File: config.mk
export PLATFORM = sky130hd
export DESIGN_NAME = fnd_uart_sender
export DESIGN_NICKNAME = d
export VERILOG_FILES = /design/src/rtl/fnd_uart_sender.sv
export SDC_FILE = /design/constraint.sdc
export NUM_CORES = 1
export LEC_CHECK = 0
export BUFFER_PORTS_ARGS = -buffer_cell sky130_fd_sc_hd__buf_2
export CAP_MARGIN = 20
export CORE_MARGIN = 1.5
export CORE_UTILIZATION = 34
export DETAILED_ROUTE_END_ITERATION = 12
export PLACE_DENSITY = 0.57
export REMOVE_ABC_BUFFERS = 1
export SYNTH_ARGS = -nofsm -noshare
export SYNTH_HDL_FRONTEND = slang
export SYNTH_SLANG_ARGS = --single-unit
File: constraint.sdc
create_clock -name clk -period 3.5 [get_ports clk]
set_input_delay 0.875 -clock clk [delete_from_list [all_inputs] [get_ports clk]]
set_output_delay 0.875 -clock clk [all_outputs]
set_load 0.005 [all_outputs]
File: src/rtl/fnd_uart_sender.sv
// Formats an SR04 distance or DHT11 reading as a 14-byte ASCII line and sends it over UART (8N1).
// Define FND_UART_PARITY_EN to add an even-parity bit after data bit 7 (8E1 frames).
module fnd_uart_sender #(
    parameter int CLK_FREQ = 100_000_000,
    parameter int BAUD     = 9600
) (
    input  logic        clk,
    input  logic        reset,
    input  logic        send_trig,
    input  logic [2:0]  sel_sw,
    input  logic [15:0] uart_send_data,
    output logic        tx,
    output logic        busy,
    output logic        done
);

    localparam int BIT_CLKS = CLK_FREQ / BAUD;
    localparam int CNT_W    = (BIT_CLKS > 1) ? $clog2(BIT_CLKS) : 1;
`ifdef FND_UART_PARITY_EN
    localparam int FRAME_BITS = 11;
`else
    localparam int FRAME_BITS = 10;
`endif

    localparam logic [CNT_W-1:0] CNT_LAST  = CNT_W'(BIT_CLKS - 1);
    localparam logic [3:0]       BIT_LAST  = 4'(FRAME_BITS - 1);
    localparam logic [3:0]       IDX_LAST  = 4'd13;
    localparam logic [2:0]       SEL_SR04  = 3'b010;
    localparam logic [2:0]       SEL_DHT11 = 3'b100;

    typedef enum logic [2:0] {
        IDLE,
        LOAD,
        SEND,
        WAIT,
        DONE
    } state_t;

    state_t           state;
    logic [2:0]       sel_q;
    logic [15:0]      data_q;
    logic [3:0]       idx;
    logic [7:0]       load_byte;
    logic [7:0]       tx_byte;
    logic [3:0]       bit_cnt;
    logic [CNT_W-1:0] clk_cnt;
    logic             accept;
    logic             byte_end;

    function automatic logic [7:0] digit_char(input logic [3:0] v);
        return (v <= 4'd9) ? (8'h30 + {4'h0, v}) : 8'h3F;
    endfunction

    function automatic logic [7:0] msg_byte(
        input logic [2:0]  sel,
        input logic [15:0] data,
        input logic [3:0]  pos
    );
        logic [7:0] c;
        c = 8'h0A;
        if (sel == SEL_DHT11) begin
            case (pos)
                4'd0:    c = 8'h52;
                4'd1:    c = 8'h48;
                4'd2:    c = 8'h3A;
                4'd3:    c = digit_char(data[15:12]);
                4'd4:    c = digit_char(data[11:8]);
                4'd5:    c = 8'h25;
                4'd6:    c = 8'h20;
                4'd7:    c = 8'h54;
                4'd8:    c = 8'h3A;
                4'd9:    c = digit_char(data[7:4]);
                4'd10:   c = digit_char(data[3:0]);
                4'd11:   c = 8'h43;
                4'd12:   c = 8'h0D;
                default: c = 8'h0A;
            endcase
        end else begin
            case (pos)
                4'd0:    c = 8'h44;
                4'd1:    c = 8'h49;
                4'd2:    c = 8'h53;
                4'd3:    c = 8'h54;
                4'd4:    c = 8'h3A;
                4'd5:    c = digit_char(data[15:12]);
                4'd6:    c = digit_char(data[11:8]);
                4'd7:    c = digit_char(data[7:4]);
                4'd8:    c = 8'h2E;
                4'd9:    c = digit_char(data[3:0]);
                4'd10:   c = 8'h63;
                4'd11:   c = 8'h6D;
                4'd12:   c = 8'h0D;
                default: c = 8'h0A;
            endcase
        end
        return c;
    endfunction

    // Line level for frame position pos: start, data LSB first, [parity], stop.
    function automatic logic frame_bit(input logic [3:0] pos, input logic [7:0] b);
        logic v;
        v = 1'b1;
        if (pos == 4'd0)
            v = 1'b0;
        else if (pos <= 4'd8)
            v = b[3'(pos - 4'd1)];
`ifdef FND_UART_PARITY_EN
        else if (pos == 4'd9)
            v = ^b;
`endif
        return v;
    endfunction

    assign accept   = (state == IDLE) && send_trig &&
                      ((sel_sw == SEL_SR04) || (sel_sw == SEL_DHT11));
    assign byte_end = busy && (clk_cnt == CNT_LAST) && (bit_cnt == BIT_LAST);

    // The start bit is launched on acceptance and at each stop-bit end, so LOAD and SEND
    // run inside the start bit; tx_byte is needed only when data bit 0 begins (BIT_CLKS >= 3).
    always_ff @(posedge clk or posedge reset) begin
        if (reset) begin
            state     <= IDLE;
            tx        <= 1'b1;
            busy      <= 1'b0;
            done      <= 1'b0;
            sel_q     <= '0;
            data_q    <= '0;
            idx       <= '0;
            load_byte <= '0;
            tx_byte   <= '0;
            bit_cnt   <= '0;
            clk_cnt   <= '0;
        end else begin
            done <= 1'b0;

            if (busy) begin
                if (clk_cnt == CNT_LAST) begin
                    clk_cnt <= '0;
                    if (bit_cnt == BIT_LAST) begin
                        bit_cnt <= '0;
                        if (idx == IDX_LAST) begin
                            busy <= 1'b0;
                            tx   <= 1'b1;
                        end else begin
                            tx <= 1'b0;
                        end
                    end else begin
                        bit_cnt <= bit_cnt + 4'd1;
                        tx      <= frame_bit(bit_cnt + 4'd1, tx_byte);
                    end
                end else begin
                    clk_cnt <= clk_cnt + CNT_W'(1);
                end
            end

            case (state)
                IDLE: begin
                    if (accept) begin
                        sel_q   <= sel_sw;
                        data_q  <= uart_send_data;
                        idx     <= '0;
                        busy    <= 1'b1;
                        tx      <= 1'b0;
                        bit_cnt <= '0;
                        clk_cnt <= '0;
                        state   <= LOAD;
                    end
                end
                LOAD: begin
                    load_byte <= msg_byte(sel_q, data_q, idx);
                    state     <= SEND;
                end
                SEND: begin
                    tx_byte <= load_byte;
                    state   <= WAIT;
                end
                WAIT: begin
                    if (byte_end) begin
                        if (idx < IDX_LAST) begin
                            idx   <= idx + 4'd1;
                            state <= LOAD;
                        end else begin
                            done  <= 1'b1;
                            state <= DONE;
                        end
                    end
                end
                DONE: begin
                    state <= IDLE;
                end
                default: begin
                    state <= IDLE;
                end
            endcase
        end
    end

endmodule

Yosys cells after proc, flatten, opt, wreduce, memory -nomap -nowiden
Cells that the tools add are included.
Storage, ports and cells
  latch bits: 0
  RAM bits: 0
  register bits after elaboration: 63
  bits in read-only memories: 0
  memories: 0
  output and inout bits: 3
Cells by class
  shift operators: 0
  add/sub/neg operators: 8
  divide/modulo/power cells: 0
  bitwise operators: 0
  reductions and logical operators: 13
  multipliers: 0
  order comparisons: 7
  equal/unequal tests: 24
  muxes and demuxes: 43
Operators with widths (number)
  $pmux W7 S13: 1
  $pmux W7 S12: 1
  $mux W14: 4
  $mux W4: 8
  $add A6 B4 Y7 const A: 4
  $eq A4 B4 Y1 const B: 7
  $mux W7: 4
  $le A4 B4 Y1 const B: 5
  $mux W1: 18
  $eq A4 B3 Y1 const B: 4
  $add A14 B1 Y14 const B: 1
  $eq A14 B14 Y1 const B: 1
  $pmux W3 S4: 1
  $eq A3 B2 Y1 const B: 3
  $mux W3: 3
  $add A4 B1 Y4 const B: 2
  $eq A4 B2 Y1 const B: 2
  $logic_not A4 Y1: 2
  $mux W8: 1
  $pmux W4 S2: 1
  $eq A3 B3 Y1 const B: 2
  $ne A2 B2 Y1 const B: 3
  $eq A4 B1 Y1 const B: 1
  $logic_and A1 B1 Y1: 4
  other kinds (11): 12

Depth between registers and ports, before layout
  depth after elaboration: 11
  depth in mapped cells: 9
  mapped depth without buffers: 7

Least setup slack after synthesis
Ideal clock, no wire load.
  kind: register -> register
  start point: register clk_cnt[8]
  end point: register clk_cnt[10]
  slack: 1483 ps
  stages on the path, launching flop included: 7
  data arrival time: 1899 ps
  clock period less this slack: 2017 ps
  setup time: 119 ps
  cell sequence: dfrtp_1 -> or4b_4 -> or4_1 -> buf_2 -> nand2_2 -> buf_4 -> nor2_1
Between the ends
  longest elaborated chain between the ends: 5
  elaborated cells between the ends (all ways): 6
  classes of those cells: add/sub (1); eq/ne (1); mux (4)
Ends and longest elaborated chain
  start, declared: RTL line 46  | logic [CNT_W-1:0] clk_cnt;
  start signal, assigned: RTL line 152  | clk_cnt <= clk_cnt + CNT_W'(1);
  $add A14 B1 Y14 or $eq A14 B14 Y1 (tied branches): RTL line 152, 137
  $mux W14 (*): RTL line 137  | if (clk_cnt == CNT_LAST) begin
  $mux W14 (*): RTL line 136  | if (busy) begin
  $mux W14: RTL line 158  | if (accept) begin
  $mux W14 (*): RTL line 156  | case (state)
Mark *: on every way between the ends. The rest lies on a longest branch, timed or not.
A chain may end at the register's enable or synchronous reset.

Worst setup path in the final report
  start point: register idx[0]
  end point: register load_byte[1]
Between the ends
  longest elaborated chain between the ends: 4
  elaborated cells between the ends (all ways): 17
  classes of those cells: eq/ne (12); mux (3); reduce/logical (2)
Ends and longest elaborated chain
  start, declared: RTL line 42  | logic [3:0] idx;
  start signal, assigned: RTL line 180  | idx <= idx + 4'd1;
  $eq A4 B4 Y1 or $eq A4 B2 Y1 (tied branches): RTL line 62, 79
  $reduce_or A2 Y1 (no line)
  $pmux W7 S12: RTL line 62  | case (pos)
  $mux W8 (*): RTL line 61  | if (sel == SEL_DHT11) begin
  end signal, assigned: RTL line 170  | load_byte <= msg_byte(sel_q, data_q, idx);
  end, declared: RTL line 43  | logic [7:0] load_byte;
Marks and branches as above.

==> results.json <==
{
  "drt_iter0_markers": 293,
  "crit_path_start_kind": "flip-flop",
  "setup_violations": 0,
  "critPathKind": "reg -> reg",
  "drt_pass1_iterations": 4,
  "timing.max_cap.violations": 0,
  "ys_types": 66,
  "grt-ovfl-total": 0,
  "hold_start": "load_byte[3]$_DFFE_PP0N_",
  "gp_congestion": 0.839,
  "async_reset_ff_share_pct": 100,
  "crit_family": "compound AO/OA/AOI/OAI gates",
  "via_per_inst": 5.27,
  "yosys_register_bits": 61,
  "n_fill_cell": 1083,
  "timing.final.crit_share_pct": 64.3,
  "r2r_start": "idx[0]$_DFFE_PP0P_",
  "worstPathRequired_ps": 3710,
  "p_leak_nw": 1.88,
  "h-tree-depth": 3,
  "cts_max_path_buffers": 2,
  "status": "finished clean",
  "r2r_slack_ps": 1250,
  "crit_slowest_cell": "ha_1",
  "synth_compound_area_share_pct": 16.2,
  "place_area_um2": 3830,
  "root_buffer": "clkbuf_8",
  "synth_xor_area_share_pct": 3.60,
  "synth_fa_ha_area_share_pct": 3.09,
  "wl_per_cell_um": 14.4,
  "multi_input_area_um2": 1930,
  "r2r_end": "load_byte[1]$_DFFE_PP0N_",
  "antenna_cells": 0,
  "placement.io_buffers": 24,
  "core-area_um2": 10400,
  "ir_drop_uv": 230,
  "synth_mux_area_share_pct": 4.73,
  "wl_um": 8220,
  "final.setup.tns_ps": 0,
  "final_common_cell": "nand2_1",
  "chipWidth_um": 107,
  "max_stage_delay_ps": 490,
  "seq_area_frac_synth_pct": 41.9,
  "slew_viol_final": 0,
  "clk_latency_ps": 340,
  "num_vias": 3012,
  "whs_ps": 480,
  "hold_depth": 2,
  "synth_flop_cell": "dfrtp_1",
  "drc_errors": 0,
  "min_to": "load_byte[3]$_DFFE_PP0N_",
  "fmax_mhz": 445,
  "antenna_found_initial": 0,
  "start_util_pct": 35.2,
  "synth_edf_count": 0,
  "hold_class": "reg -> reg",
  "clock_skew_ps": 7.32,
  "p_per_area_nw_per_um2": 337,
  "syn_avg_cell_area_um2": 8.81,
  "cp.arrival_ps": 2460,
  "final_area_um2": 4030,
  "regArea_um2": 1530,
  "syn_area_um2": 3650,
  "synth_top_family_by_area": "simple AND/OR/NAND/NOR gates",
  "cts-buffers-inserted": 9,
  "groute.usage.overall_pct": 15.7,
  "nets": 461,
  "die_y_um": 107,
  "postCtsResizedCells": 0,
  "grt_max_degree": 36,
  "worst_slew_pin_slew_ps": 950,
  "num_rows": 37,
  "dp_slack_ps": 1280,
  "io_pins": 25,
  "cp-end-kind": "flip-flop",
  "period_minus_slack_ps": 2250,
  "layout_setup_ws_ps": 1250,
  "r2r_cells": 7,
  "grt_pass1_wl_um": 14100,
  "finalHoldViolations": 0,
  "cts.sinks": 61,
  "worstPathCellList": "inv_1 > ha_1 > nor3_1 > o21ai_0 > o211ai_1 > nor4_1 > o31ai_1",
  "drive_gt1_share_pct": 16.1,
  "grt_pass1_vias": 2852,
  "synthSimpleGateAreaFrac_pct": 25.4,
  "critPathBufInv": 1,
  "ant_nets": 0,
  "rsz0062_at_grt": "false",
  "hold_buffers": 0,
  "most-common-layout-cells": "81 x nand2_1, 60 x dfrtp_1, 38 x nor2_1",
  "final_util_pct": 38.8,
  "path_clk_slew_ps": 70,
  "syn_to_final_growth_pct": 10.4,
  "cp_max_fo": 15,
  "cts_setup_buffers": 0,
  "dieArea_um2": 11400,
  "yosysWarnings": 0,
  "post-dp-hpwl_um": 5900,
  "relSlewSlack_pct": 36.1,
  "cts_tree": "yes",
  "netlist_instances": 414
}
[worst max path at each step]
stage	startpoint	end	slack [ps]	cells after the start
detailed placement	idx[0]$_DFFE_PP0P_	load_byte[1]$_DFFE_PP0N_	1280	7
global placement	clk_cnt[8]$_DFF_PP0_	clk_cnt[1]$_DFF_PP0_	1330	4
floorplan	reset	bit_cnt[0]$_DFF_PP0_	1110	1
finish	idx[0]$_DFFE_PP0P_	load_byte[1]$_DFFE_PP0N_	1250	7
CTS	idx[0]$_DFFE_PP0P_	load_byte[1]$_DFFE_PP0N_	1260	7
global route	idx[0]$_DFFE_PP0P_	load_byte[1]$_DFFE_PP0N_	960	7
[through the flow]
step / instances / power, mW
finish: 571 / 1.36
global route: 571 / 1.41
CTS: 571 / 1.38
detailed placement: 555 / 0.747
global placement: 555 / 0.747
floorplan: 389 / 0.730
[where the power goes]
part / leakage, nW / internal, mW / total [mW] / switching [mW]
logic: 1.03 / 0.0103 / 0.0281 / 0.0177
registers: 0.751 / 0.705 / 0.705 / 0
clock network: 0.0964 / 0.346 / 0.623 / 0.277
total: 1.88 / 1.06 / 1.36 / 0.295
[cell type report]
type	count	area share, %
Tap cell	136	4.22
Clock inverter	4	1.18
Sequential cell	61	37.9
Multi-Input combinational cell	318	48.0
Clock buffer	12	3.60
Inverter	10	0.932
Timing Repair Buffer	30	4.10
[Yosys cell counts, types with 3 or more instances]
cell	number	area share, %
nor3_1	12	1.6
nand3b_1	3	0.62
o21bai_1	3	0.62
o21ai_0	22	3.0
nand2b_1	4	0.69
inv_1	10	1.0
mux2i_1	6	1.6
dfrtp_1	60	41
or3b_2	3	0.72
xor2_1	9	2.2
clkbuf_8	4	1.5
o22ai_1	3	0.51
and2_1	3	0.51
nor4_1	4	0.69
nor2_1	38	3.9
a211oi_1	6	1.2
clkbuf_1	16	1.6
o21a_1	6	1.2
o211ai_1	4	0.82
ha_1	9	3.1
a21oi_1	24	3.3
nand3_1	10	1.4
nand4_1	4	0.69
o31ai_1	5	1.0
mux2_2	8	2.5
nand2_1	81	8.3
xnor2_1	6	1.4
[sequential cells by signal, summed over array words and instances, names as in the netlist]
signal / cells
sel_q: 3
state: 3
tx_byte: 7
load_byte: 7
tx: 1
bit_cnt: 4
idx: 4
clk_cnt: 14
data_q: 16
busy: 1
done: 1
[logic make-up (layout without fill, tap and decap cells)]
kind of cell | Yosys count | after routing
buffers and inverters | 35 | 56
and+or+nand+nor | 187 | 187
muxes | 15 | 15
DFF | 61 | 61
adders and majority gates | 9 | 9
AOI/OAI and AO/OA | 92 | 92
xor gates and xnor gates | 15 | 15
[per-layer routing]
layer	vias up	track usage, %	share of wire, %
met1	1433	22.3	50
met3	16	2.01	4.0
met4	0	8.00	2.5
met2	80	23.2	44
met5	-	0	0
li1	1483	-	-
[worst min-delay path, delay by kind of cell (launching register included)]
family / cells / cell delay [ps]
and+or+nand+nor: 1 / 50
DFF: 1 / 340
AOI/OAI and AO/OA: 1 / 50
Power figures use the tool's default switching activity.
